## src/rtl/deconvolutor_if.sv

```systemverilog
// Bus between the deconvolutor and its driver: packed command word in, packed status word out.
// io_in  = {unused, start, W[3:0], A[5:0]};  io_out = {busy, err, done, B[5:0]}.
interface deconvolutor_if;
    logic [11:0] io_in;
    logic [8:0]  io_out;

    modport master (output io_in, input  io_out);
    modport slave  (input  io_in, output io_out);
endinterface

```

## src/rtl/deconvolutor.sv

```systemverilog
// Bit-serial deconvolutor: picks the lowest set bits of mask A so that popcount(A & B) = W.
// One operation spans accept edge + 6 SHIFT edges + 1 DONE edge.
module deconvolutor (
    input  logic          clock,
    input  logic          reset,
    deconvolutor_if.slave bus
);
    typedef enum logic [1:0] {IDLE, SHIFT, DONE} state_e;

    state_e      state_q, state_d;
    logic [5:0]  a_q, a_d;
    logic [3:0]  r_q, r_d;
    logic [2:0]  idx_q, idx_d;
    logic [5:0]  b_acc_q, b_acc_d;
    logic [5:0]  b_out_q, b_out_d;
    logic        done_q, done_d;
    logic        err_q, err_d;
    logic        busy;

    logic        start;
    logic [5:0]  mask_in;
    logic [3:0]  weight_in;
    logic        unused_in;

    assign mask_in   = bus.io_in[5:0];
    assign weight_in = bus.io_in[9:6];
    assign start     = bus.io_in[10];
    assign unused_in = bus.io_in[11];

    // NOTE: sequential state uses non-blocking assignments only, so every
    // register samples the pre-edge value of every other register.
    always_ff @(posedge clock) begin
        if (reset) begin
            state_q <= IDLE;
            a_q     <= '0;
            r_q     <= '0;
            idx_q   <= '0;
            b_acc_q <= '0;
            b_out_q <= '0;
            done_q  <= 1'b0;
            err_q   <= 1'b0;
        end else begin
            state_q <= state_d;
            a_q     <= a_d;
            r_q     <= r_d;
            idx_q   <= idx_d;
            b_acc_q <= b_acc_d;
            b_out_q <= b_out_d;
            done_q  <= done_d;
            err_q   <= err_d;
        end
    end

    // NOTE: every next-state signal is defaulted to its held value first,
    // which keeps this block free of inferred latches.
    always_comb begin
        state_d = state_q;
        a_d     = a_q;
        r_d     = r_q;
        idx_d   = idx_q;
        b_acc_d = b_acc_q;
        b_out_d = b_out_q;
        done_d  = done_q;
        err_d   = err_q;
        unique case (state_q)
            IDLE: begin
                if (start) begin
                    a_d     = mask_in;
                    r_d     = weight_in;
                    b_acc_d = '0;
                    idx_d   = '0;
                    done_d  = 1'b0;
                    err_d   = 1'b0;
                    state_d = SHIFT;
                end
            end
            SHIFT: begin
                // R only decrements when nonzero, so it can never wrap.
                if (a_q[0] && (r_q != 4'd0)) begin
                    b_acc_d[idx_q] = 1'b1;
                    r_d            = r_q - 4'd1;
                end else begin
                    b_acc_d[idx_q] = 1'b0;
                end
                a_d   = {1'b0, a_q[5:1]};
                idx_d = idx_q + 3'd1;
                if (idx_q == 3'd5) begin
                    state_d = DONE;
                end
            end
            DONE: begin
                b_out_d = b_acc_q;
                done_d  = 1'b1;
                err_d   = (r_q != 4'd0);
                state_d = IDLE;
            end
            default: state_d = IDLE;
        endcase
    end

    always_comb begin
        busy       = (state_q != IDLE);
        bus.io_out = {busy, err_q, done_q, b_out_q};
    end
endmodule

```

## src/flat_wrapper.sv

```systemverilog
// flat-port wrapper written by rule: the top's interface ports become plain ports
module deconvolutor_flat 
  (clock, reset, bus_io_in, bus_io_out);
  deconvolutor_if bus_i ();
  input  logic clock;
  input  logic reset;
  input wire logic [$bits(bus_i.io_in)-1:0] bus_io_in;
  output wire logic [$bits(bus_i.io_out)-1:0] bus_io_out;
  assign bus_i.io_in = bus_io_in;
  assign bus_io_out = bus_i.io_out;
  deconvolutor u_core (.clock(clock), .reset(reset), .bus(bus_i));
endmodule
```

## config.mk

```make
export PLATFORM = sky130hd
export DESIGN_NAME = deconvolutor_flat
export DESIGN_NICKNAME = d
export VERILOG_FILES = /design/src/rtl/deconvolutor_if.sv /design/src/rtl/deconvolutor.sv /design/src/flat_wrapper.sv
export SDC_FILE = /design/constraint.sdc
export NUM_CORES = 1
export LEC_CHECK = 0
export CAP_MARGIN = 40
export CORE_ASPECT_RATIO = 0.8
export CORE_UTILIZATION = 30
export DETAILED_ROUTE_END_ITERATION = 8
export PLACE_DENSITY = 0.49
export REMOVE_ABC_BUFFERS = 1
export SLEW_MARGIN = 20
export SYNTH_ARGS = -nofsm -noshare
export SYNTH_HDL_FRONTEND = slang
export SYNTH_SLANG_ARGS = --single-unit
```

## constraint.sdc

```tcl
create_clock -name clock -period 1.53 [get_ports clock]
set_input_delay 0.2295 -clock clock [delete_from_list [all_inputs] [get_ports clock]]
set_output_delay 0.2295 -clock clock [all_outputs]
set_load 0.01 [all_outputs]
```

==> results of run 1 <==
==> critical path, delay by kind of cell, from the launching register on <==
| family | cells | cell delay (ps) |
|---|---|---|
| DFF | 1 | 350 |
| buffers and inverters | 1 | 280 |
| and+or+nand+nor | 1 | 310 |
==> metrics by stage <==
step / setup slack [ps] / hold WS (ps) / power [mW] / instance area, µm²
finish: 79.2 / 455 / 1.74 / 1860
global route: 0.442 / 478 / 1.85 / 1860
CTS: 0.796 / 459 / 1.76 / 1850
detailed placement: -100 / 450 / 1.12 / 1750
global placement: -73.4 / 444 / 1.12 / 1750
floorplan: -92.6 / 299 / 0.988 / 1350
==> layer usage <==
metal  part of all wire, %  up-vias  track usage [%]  routed length [µm]
met4                   1.7        0             7.50                  54
li1                      -      662                -                   -
met1                    48      602             17.6                1580
met3                   3.5        7             4.06                 113
met2                    46       19             24.2                1510
met5                     0        -                0                   0
==> final cells by class <==
cell class,count,area (µm²)
Clock buffer,5,68.8
Clock inverter,3,17.5
Fill cell,504,2710
Inverter,4,15.0
Multi-Input combinational cell,134,785
Sequential cell,29,584
Tap cell,60,75.1
Timing Repair Buffer,34,319
==> worst min-delay path by stage <==
stage	startpoint	slack [ps]	endpoint
finish	u_core.b_out_q[5]$_SDFFE_PP0P_	460	u_core.b_out_q[5]$_SDFFE_PP0P_
floorplan	reset	300	u_core.b_acc_q[1]$_SDFFE_PP0P_
global placement	u_core.b_out_q[3]$_SDFFE_PP0P_	440	u_core.b_out_q[3]$_SDFFE_PP0P_
CTS	u_core.b_out_q[5]$_SDFFE_PP0P_	460	u_core.b_out_q[5]$_SDFFE_PP0P_
global route	u_core.b_out_q[1]$_SDFFE_PP0P_	480	u_core.b_out_q[1]$_SDFFE_PP0P_
detailed placement	u_core.b_out_q[5]$_SDFFE_PP0P_	450	u_core.b_out_q[5]$_SDFFE_PP0P_
==> cell usage after synthesis, types with 2 or more instances <==
master / instances
nor3b_1: 3
buf_4: 6
dfxtp_1: 29
nor2_1: 27
ha_1: 3
clkbuf_1: 5
buf_2: 2
o21ai_1: 2
nor2b_1: 6
or3b_4: 2
a22oi_1: 2
a21oi_1: 27
nand3_1: 3
o21ai_0: 6
mux2_1: 2
nor3_1: 10
inv_1: 4
nand2_1: 22
==> cell families (layout without fill, tap and decap cells) <==
family	after synthesis	count (layout)	synth area share, %
AOI/OAI and AO/OA	44	44	17.8
xor gates and xnor gates	1	1	0.614
adders and majority gates	3	3	2.63
buffers and inverters	17	46	6.22
DFF	29	29	40.7
muxes	2	2	1.58
and+or+nand+nor	84	84	30.5
==> where the power goes <==
part,total [mW],switching (mW),leakage [nW],internal (mW)
combinational,0.305,0.150,0.398,0.155
sequential,0.819,0.0323,0.237,0.787
clock,0.617,0.304,0.0439,0.313
==> what timing repair did <==
action                                  4_1_cts  5_1_grt
pin swaps                                     1        4
gates resized for setup                       4        6
endpoints found under the setup margin        8        6
setup buffers                                 0        0
gates cloned                                  0        0
==> state kept, by name, summed over array words and instances (netlist names) <==
register        cells
u_core.idx_q        3
u_core.done_q       1
u_core.a_q          6
u_core.b_out_q      6
u_core.err_q        1
u_core.b_acc_q      6
u_core.r_q          4
u_core.state_q      2
==> flow_summary_export.csv, run 1 <==
group,metric,value,unit
route,num_vias,1290,
grt,grt_max_degree,30,
grt,grtUsageTotal,14.8,%
timing,timing_worst_slew_pin_value,360,ps
timing,unrepaired_setup_endpoints_after_global_routing,"false",
timing,finalSetupViolCount,0,
synth,ys_dominant_reg_cell,"dfxtp_1",
clock_network,cts.root.buffer_cell,"clkbuf_8",
synth,number_of_synthesized_flops_with_an_enable_pin,0,
die,die_area,5040,µm²
critical_path,arrival,1220,ps
die,floorplan.core_area,4570,µm²
job,maxCapViolations,0,
grt,gr-total-overflow,0,
timing,maxClockFrequency,0.689,GHz
clock_network,clock_sinks,29,
power,p_leak,0.679,nW
critical_path,crit_end,"bus_io_out[8]",
placed_design,port-buffer-count,21,
status,outcome,"completed",
synth,synth.avg_cell_area,7.93,µm²
synth,yosysSeqAreaShare,40.7,%
cells_and_area,finish.utilization,40.8,%
critical_path,crit_path_start,"u_core.state_q[1]$_SDFFE_PP0P_",
die,io_pins,23,
synth,synthDistinctLibCells,37,
timing,final.min_clock_period,1450,ps
critical_path,rr_worst_depth,6,
grt,antenna_found_initial,0,
critical_path,stage_delay_of_the_slowest_cell_on_the_critical_path,350,ps
clock_network,clk_path_buf_depth,2,
synth,synthArstFlopShare,0,%
critical_path,worst_setup_path_start_kind,"flop",
route,dr.pass1.iters,4,
synth,netlist_area,1430,µm²
die,chipWidth,79.1,µm
clock_network,clkTransAtPathRegs,70,ps
cells_and_area,area.growth.synth_to_final,30.6,%
power,pwrdens,934,nW/µm²
critical_path,worstPathRequired,1300,ps
route,via_cell_ratio,4.80,
grt,via_count_of_the_first_global_routing_pass,1306,
power,vdd.ir_drop.worst,0.452,mV
worst_hold_path,hold_depth,2,
clock_network,cts-buffers-inserted,5,
timing,finalMaxSlewViolations,0,
cells_and_area,nets,225,
cells_and_area,layout-drive-gt1-share,19.6,%
synth,ys_seq_elements,29,
clock_network,cts-hold-fix-buffers,0,
critical_path,reg2reg_setup_slack,80,ps
placed_design,dp_cells,261,
synth,yosys_warning_total,0,
synth,synth.area.top_cells,"dfxtp_1, a21oi_1, nor2_1, nand2_1, nor3_1",
timing,finalHoldViolCount,0,
cells_and_area,instances_no_fill,269,
critical_path,critical_path.reg2reg.endpoint,"u_core.r_q[3]$_SDFFE_PP0P_",
placed_design,dp_hpwl,2.32,mm
synth,syn_inst,180,
cells_and_area,diodes,0,
placed_design,place.gp.congestion,0.790,
route,routed_wl,3.26,mm
die,num_rows,22,
clock_network,cts_tree,"built",
grt,grt_first_pass_wirelength,5.73,mm
route,post_drt_wl_per_cell,12.1,µm
cells_and_area,layout_common_cells,"nor2_1, a21oi_1, dfxtp_1",
synth,synth_top_cell_area_share,40.7,%
die,start_util,31.2,%
critical_path,critical_path_class,"reg2out",
die,die-height,63.7,µm
route,route.antenna.remaining_nets,0,
critical_path,worstSetupEndpointType,"primary output",
timing,share_of_the_cycle_needed_by_the_critical_path_after_routing,94.8,%
timing,finalClockSkew,5.97,ps
critical_path,timing.critical_path.fanout_max,6,
synth,synth.largest_area_cell,"dfxtp_1",
clock_network,cts.htree.levels,2,
route,remaining_design_rule_violation_count,0,
timing,setup_tns,0,ps
worst_hold_path,min-delay-path-class,"reg2reg",
critical_path,crit_path_top_delay_cell,"dfxtp_1",
timing,worst_rel_slew_slack,75.9,%
critical_path,timing.rr.start,"u_core.r_q[0]$_SDFFE_PP0P_",
route,drt-initial-drc-count,59,
clock_network,insertion_delay,280,ps
critical_path,cp_cell_sequence,"or2_2, dlygate4sd2_1",
Power figures use the tool's default switching activity.
==> run 2: changes to the inputs <==
--- a/config.mk
+++ b/config.mk
@@ -7,9 +7,9 @@
 export LEC_CHECK = 0
 export CAP_MARGIN = 40
 export CORE_ASPECT_RATIO = 0.8
-export CORE_UTILIZATION = 30
+export CORE_UTILIZATION = 52
 export DETAILED_ROUTE_END_ITERATION = 8
-export PLACE_DENSITY = 0.49
+export PLACE_DENSITY = 0.77
 export REMOVE_ABC_BUFFERS = 1
 export SLEW_MARGIN = 20
 export SYNTH_ARGS = -nofsm -noshare
==> run 2 against run 1 <==
Clock-buffer cell count increased by 2. Critical path depth stayed put. Hold slack got worse by 1.6 ps. Non-clock buffer count fell by 2. Critical path type unchanged. Largest cell class unchanged. Largest power group unchanged.
==> flow_summary_export.csv, run 2 (synthesis gave the netlist of run 1 again) <==
group,metric,value,unit
critical_path,worstPathRequired,1300,ps
power,p_leak,0.673,nW
critical_path,worst_setup_path_start_kind,"flop",
timing,finalHoldViolCount,0,
critical_path,stage_delay_of_the_slowest_cell_on_the_critical_path,360,ps
grt,use_met3,6.63,%
cells_and_area,final-seq-area,588,µm²
route,remaining_design_rule_violation_count,0,
clock_network,clk_path_buf_depth,2,
cells_and_area,reg.largest.list,"u_core.a_q: 6 flops, u_core.b_acc_q: 6 flops, u_core.b_out_q: 6 flops",
worst_hold_path,min-delay-path-class,"reg2reg",
critical_path,rr_worst_depth,5,
cells_and_area,most_common_cell_after_layout_fill_and_taps_aside,"nor2_1",
power,vdd.ir_drop.worst,0.617,mV
die,num_rows,16,
timing,unrepaired_setup_endpoints_after_global_routing,"true",
route,dr.pass1.iters,4,
die,start_util,56.6,%
timing,final.min_clock_period,1470,ps
critical_path,crit_path_buffers_inverters,1,
timing,share_of_the_cycle_needed_by_the_critical_path_after_routing,96.3,%
critical_path,timing.critical_path.fanout_max,6,
worst_hold_path,hold_depth,2,
grt,grtUsageTotal,23.2,%
placed_design,dp_hpwl,2.14,mm
critical_path,critical_path_class,"reg2out",
grt,antenna_found_initial,0,
route,num_vias,1270,
route,post_drt_wl_per_cell,12.5,µm
route,drt-initial-drc-count,81,
status,outcome,"completed",
critical_path,worstSetupEndpointType,"primary output",
route,via_cell_ratio,5.25,
grt,grt_first_pass_wirelength,5.20,mm
placed_design,place.gp.congestion,0.824,
power,switchingPower,0.422,mW
grt,gr-total-overflow,0,
cells_and_area,diodes,0,
critical_path,crit_path_top_delay_cell,"dfxtp_4",
grt,grt_max_degree,30,
placed_design,dp_cells,233,
clock_network,cts.root.buffer_cell,"clkbuf_4",
job,maxCapViolations,0,
power,p_int,1.15,mW
route,route.antenna.remaining_nets,0,
placed_design,port-buffer-count,21,
die,chipWidth,60.6,µm
cells_and_area,instances_no_fill,242,
clock_network,cts_tree,"built",
placed_design,dp_slack,-104,ps
critical_path,reg2reg_setup_slack,80,ps
timing,timing_worst_slew_pin_value,386,ps
clock_network,insertion_delay,310,ps
die,io_pins,23,
grt,via_count_of_the_first_global_routing_pass,1220,
worst_hold_path,worstHoldEndpoint,"u_core.b_out_q[2]$_SDFFE_PP0P_",
grt,grtUsageMet2,34.6,%
critical_path,worst_path_dominant_cell_family,"flip-flops",
timing,worst_slack,56.1,ps
critical_path,cp_cell_sequence,"or2_2, dlygate4sd2_1",
cells_and_area,area.growth.synth_to_final,26.1,%
clock_network,cts.htree.levels,2,
clock_network,cts-hold-fix-buffers,0,
die,die_area,2960,µm²
grt,grt_busiest_layer,"met2",
power,switching_share,26.8,%
cells_and_area,layout-drive-gt1-share,18.4,%
power,pwrdens,875,nW/µm²
power,pwr-share-clk,29.2,%
clock_network,cts-buffers-inserted,5,
cells_and_area,final.fill_count,204,
critical_path,timing.rr.start,"u_core.state_q[1]$_SDFFE_PP0P_",
die,floorplan.core_area,2520,µm²
cells_and_area,combined_area_of_the_multi_input_logic_cells,788,µm²
power,power.sequential.fraction,51.9,%
timing,finalClockSkew,6.91,ps
cells_and_area,layout_common_cells,"nor2_1, a21oi_1, dfxtp_1",
die,die-height,48.9,µm
power,p_comb_share,18.9,%
critical_path,critical_path.reg2reg.endpoint,"u_core.b_acc_q[5]$_SDFFE_PP0P_",
timing,finalMaxSlewViolations,0,
route,routed_wl,3.02,mm
clock_network,clkTransAtPathRegs,90,ps
grt,met1_usage,32.1,%
critical_path,arrival,1240,ps
timing,maxClockFrequency,0.678,GHz
clock_network,clock_sinks,29,
timing,finalSetupViolCount,0,
timing,worst_rel_slew_slack,74.2,%
worst_hold_path,timing.hold.worst.start,"u_core.b_acc_q[2]$_SDFFE_PP0P_",
cells_and_area,nets,223,
==> run 2: changes by cell type in the layout (fill, tap and decap cells not counted), sizes merged <==
| cell | previous run | this run |
|---|---|---|
| clkinv | 2 | 0 |
| clkbuf | 5 | 7 |
| dlymetal6s2s | 0 | 1 |
| buf | 13 | 10 |
| clkinvlp | 1 | 0 |
==> run 2: per-stage QoR <==
stage	util (%)	total power, mW	hold WS (ps)	TNS (ps)	cell area [µm²]
after floorplan	-	0.988	299	-92.6	1350
after global placement	67.0	1.09	439	-112	1690
after detailed placement	67.0	1.10	443	-276	1690
after CTS	69.8	1.56	455	0	1760
after global routing	71.4	1.67	483	-15.5	1800
final	71.4	1.57	454	0	1800
==> run 2: worst max-delay path by stage <==
stage                                   startpoint                        endpoint  slack, ps  cells after the start
floorplan           u_core.state_q[0]$_SDFFE_PP0P_  u_core.b_acc_q[4]$_SDFFE_PP0P_        -90                      4
global placement                     bus_io_in[10]      u_core.r_q[1]$_SDFFE_PP0P_        -70                      5
detailed placement                   bus_io_in[10]      u_core.r_q[1]$_SDFFE_PP0P_       -100                      5
CTS                     u_core.r_q[0]$_SDFFE_PP0P_      u_core.r_q[2]$_SDFFE_PP0P_          8                      6
global route            u_core.r_q[0]$_SDFFE_PP0P_      u_core.r_q[2]$_SDFFE_PP0P_        -20                      6
finish              u_core.state_q[1]$_SDFFE_PP0P_                   bus_io_out[8]         60                      2
==> run 2: layout make-up <==
class / count / share of cell area [%]
tap: 36 / 2.50
timing repair buffer: 32 / 17.2
inverter: 4 / 0.834
sequential: 29 / 32.7
clock buffer: 7 / 3.06
multi-input combinational: 134 / 43.8
==> run 2: worst reg2reg max path: cells and delay by family (launching register included) <==
kind / cells / cell delay [ps]
multiplexers: 1 / 330
flip-flops: 1 / 360
AND/OR/NAND/NOR: 3 / 540
buffers and inverters: 1 / 170
==> run 2: power by group through the flow <==
stage	Combinational, mW	Sequential [mW]	Clock [mW]
finish	0.298	0.817	0.460
global route	0.330	0.822	0.518
CTS	0.280	0.816	0.469
detailed placement	0.272	0.831	0
global placement	0.263	0.829	0
floorplan	0.157	0.831	0
==> run 2: what timing repair did <==
action / 4_1_cts / 5_1_grt
resized for setup: 6 / 7
pin swaps: 0 / 6
setup endpoints to repair: 6 / 5
setup buffers: 0 / 2
==> run 2: routing by layer <==
layer / vias to the layer above / share of wire [%]
met1: 561 / 47
met2: 38 / 46
li1: 664 / -
met4: 0 / 0.89
met5: - / 0
met3: 7 / 5.8
==> run 3: changes to the inputs <==
--- a/config.mk
+++ b/config.mk
@@ -9,7 +9,9 @@
 export CORE_ASPECT_RATIO = 0.8
 export CORE_UTILIZATION = 52
 export DETAILED_ROUTE_END_ITERATION = 8
+export GPL_ROUTABILITY_DRIVEN = 0
 export PLACE_DENSITY = 0.77
+export RECOVER_POWER = 50
 export REMOVE_ABC_BUFFERS = 1
 export SLEW_MARGIN = 20
 export SYNTH_ARGS = -nofsm -noshare
==> run 3 against run 2 <==
First-iteration DRC count grew 6.2%. Fmax shrank 0.18%. Utilization shrank 0.40 points. Cell count is the same. Highest routed layer unchanged. Via count shrank 0.71%.
==> flow_summary_export.csv, run 3 (synthesis gave the netlist of run 1 again) <==
group,metric,value,unit
critical_path,crit_path_top_delay_cell,"dfxtp_4",
timing,finalMaxSlewViolations,0,
power,vdd.ir_drop.worst,0.616,mV
route,remaining_design_rule_violation_count,0,
route,post_drt_wl_per_cell,12.4,µm
cells_and_area,most_common_cell_after_layout_fill_and_taps_aside,"nor2_1",
timing,finalClockSkew,7.41,ps
power,pwrdens,878,nW/µm²
die,chipWidth,60.6,µm
power,p_int,1.15,mW
route,num_vias,1261,
cells_and_area,layout.cell_area.non_filler,1790,µm²
grt,antenna_found_initial,0,
grt,gr-total-overflow,0,
critical_path,critical_path_class,"reg2out",
power,switching_share,26.9,%
critical_path,crit_path_buffers_inverters,1,
status,outcome,"completed",
clock_network,insertion_delay,310,ps
die,num_rows,16,
die,die-height,48.9,µm
clock_network,cts_tree,"built",
clock_network,clk_path_buf_depth,2,
clock_network,cts-buffers-inserted,5,
clock_network,clkTransAtPathRegs,90,ps
timing,setup_tns,0,ps
clock_network,cts.htree.levels,2,
timing,share_of_the_cycle_needed_by_the_critical_path_after_routing,96.5,%
placed_design,dp_hpwl,2.14,mm
grt,grt_first_pass_wirelength,5.20,mm
timing,unrepaired_setup_endpoints_after_global_routing,"true",
placed_design,dpl_cell_area,1690,µm²
timing,worst_rel_slew_slack,65.9,%
cells_and_area,reg.largest.list,"u_core.a_q: 6 flops, u_core.b_acc_q: 6 flops, u_core.b_out_q: 6 flops",
placed_design,dp_slack,-104,ps
route,via_cell_ratio,5.21,
route,routed_wl,3.00,mm
critical_path,cp_cell_sequence,"or2_2, dlygate4sd2_1",
critical_path,stage_delay_of_the_slowest_cell_on_the_critical_path,370,ps
timing,finalSetupViolCount,0,
die,floorplan.core_area,2520,µm²
power,total_power,1.57,mW
grt,grt_max_degree,30,
cells_and_area,diodes,0,
critical_path,worst_setup_path_start_kind,"flop",
cells_and_area,nets,223,
clock_network,clock_sinks,29,
die,die_area,2960,µm²
die,io_pins,23,
timing,final.min_clock_period,1480,ps
critical_path,rr_worst_depth,6,
critical_path,worstSetupEndpointType,"primary output",
power,p_leak,0.668,nW
critical_path,arrival,1250,ps
timing,hold_ws,454,ps
route,drt-initial-drc-count,86,
critical_path,crit_path_start,"u_core.state_q[1]$_SDFFE_PP0P_",
critical_path,timing.rr.start,"u_core.r_q[1]$_SDFFE_PP0P_",
grt,via_count_of_the_first_global_routing_pass,1220,
placed_design,dp_cells,233,
placed_design,port-buffer-count,21,
job,maxCapViolations,0,
cells_and_area,finish.utilization,71.0,%
timing,finalHoldViolCount,0,
timing,worst_slack,53.5,ps
power,pwr-share-clk,29.3,%
critical_path,timing.critical_path.fanout_max,6,
clock_network,cts.root.buffer_cell,"clkbuf_4",
die,start_util,56.6,%
worst_hold_path,hold_depth,2,
cells_and_area,layout-drive-gt1-share,16.5,%
critical_path,worst_path_dominant_cell_family,"flip-flops",
cells_and_area,layout_common_cells,"nor2_1, a21oi_1, dfxtp_1",
power,p_comb_share,18.8,%
cells_and_area,final.fill_count,207,
timing,maxClockFrequency,0.677,GHz
power,power.sequential.fraction,51.9,%
route,dr.pass1.iters,4,
clock_network,cts-hold-fix-buffers,0,
route,route.antenna.remaining_nets,0,
timing,timing_worst_slew_pin_value,510,ps
cells_and_area,instances_no_fill,242,
power,switchingPower,0.423,mW
grt,grtUsageTotal,23.2,%
worst_hold_path,timing.hold.worst.start,"u_core.b_acc_q[2]$_SDFFE_PP0P_",
critical_path,worstPathRequired,1300,ps
cells_and_area,area.growth.synth_to_final,25.4,%
worst_hold_path,min-delay-path-class,"reg2reg",
critical_path,critical_path_depth,2,
run 3: power by group through the flow:
stage	sequential [mW]	combinational, mW	clock (mW)
CTS	0.816	0.280	0.469
detailed placement	0.831	0.272	0
global route	0.821	0.326	0.518
finish	0.816	0.295	0.461
floorplan	0.831	0.157	0
global placement	0.829	0.263	0
run 3: timing repair:
action,CTS,global route
endpoints found under the hold margin,0,0
setup endpoints to repair,6,5
resized for setup,6,7
setup buffers,0,2
pin swaps,0,6
run 3: final timing paths:
check	end	slack, ps
setup / recovery	bus_io_out[8]	50
hold / removal	u_core.b_out_q[2]$_SDFFE_PP0P_	450
setup reg to reg	u_core.r_q[2]$_SDFFE_PP0P_	70
hold reg to reg	u_core.b_out_q[2]$_SDFFE_PP0P_	450
run 3: layout make-up:
class | instances | area (µm²) | area share [%]
clock buffers | 7 | 55.1 | 3.07
well taps | 36 | 45.0 | 2.52
inverters | 4 | 15.0 | 0.839
repair buffers | 32 | 302 | 16.8
flip-flops and latches | 29 | 588 | 32.8
multi-input cells | 134 | 786 | 43.9
run 3: routing by layer:
metal,vias up,track usage (%),wire [µm]
met3,3,6.63,131
met2,28,34.6,1410
met4,0,7.20,13
li1,664,-,-
met1,566,32.1,1450
met5,-,0,0
run 3: worst register-to-register path, cell delays in order, from the launching register on:
cell	delay, ps
dfxtp_2	340
inv_2	70
ha_4	140
or3b_4	390
a31oi_4	220
o21ai_1	90
a21oi_1	130
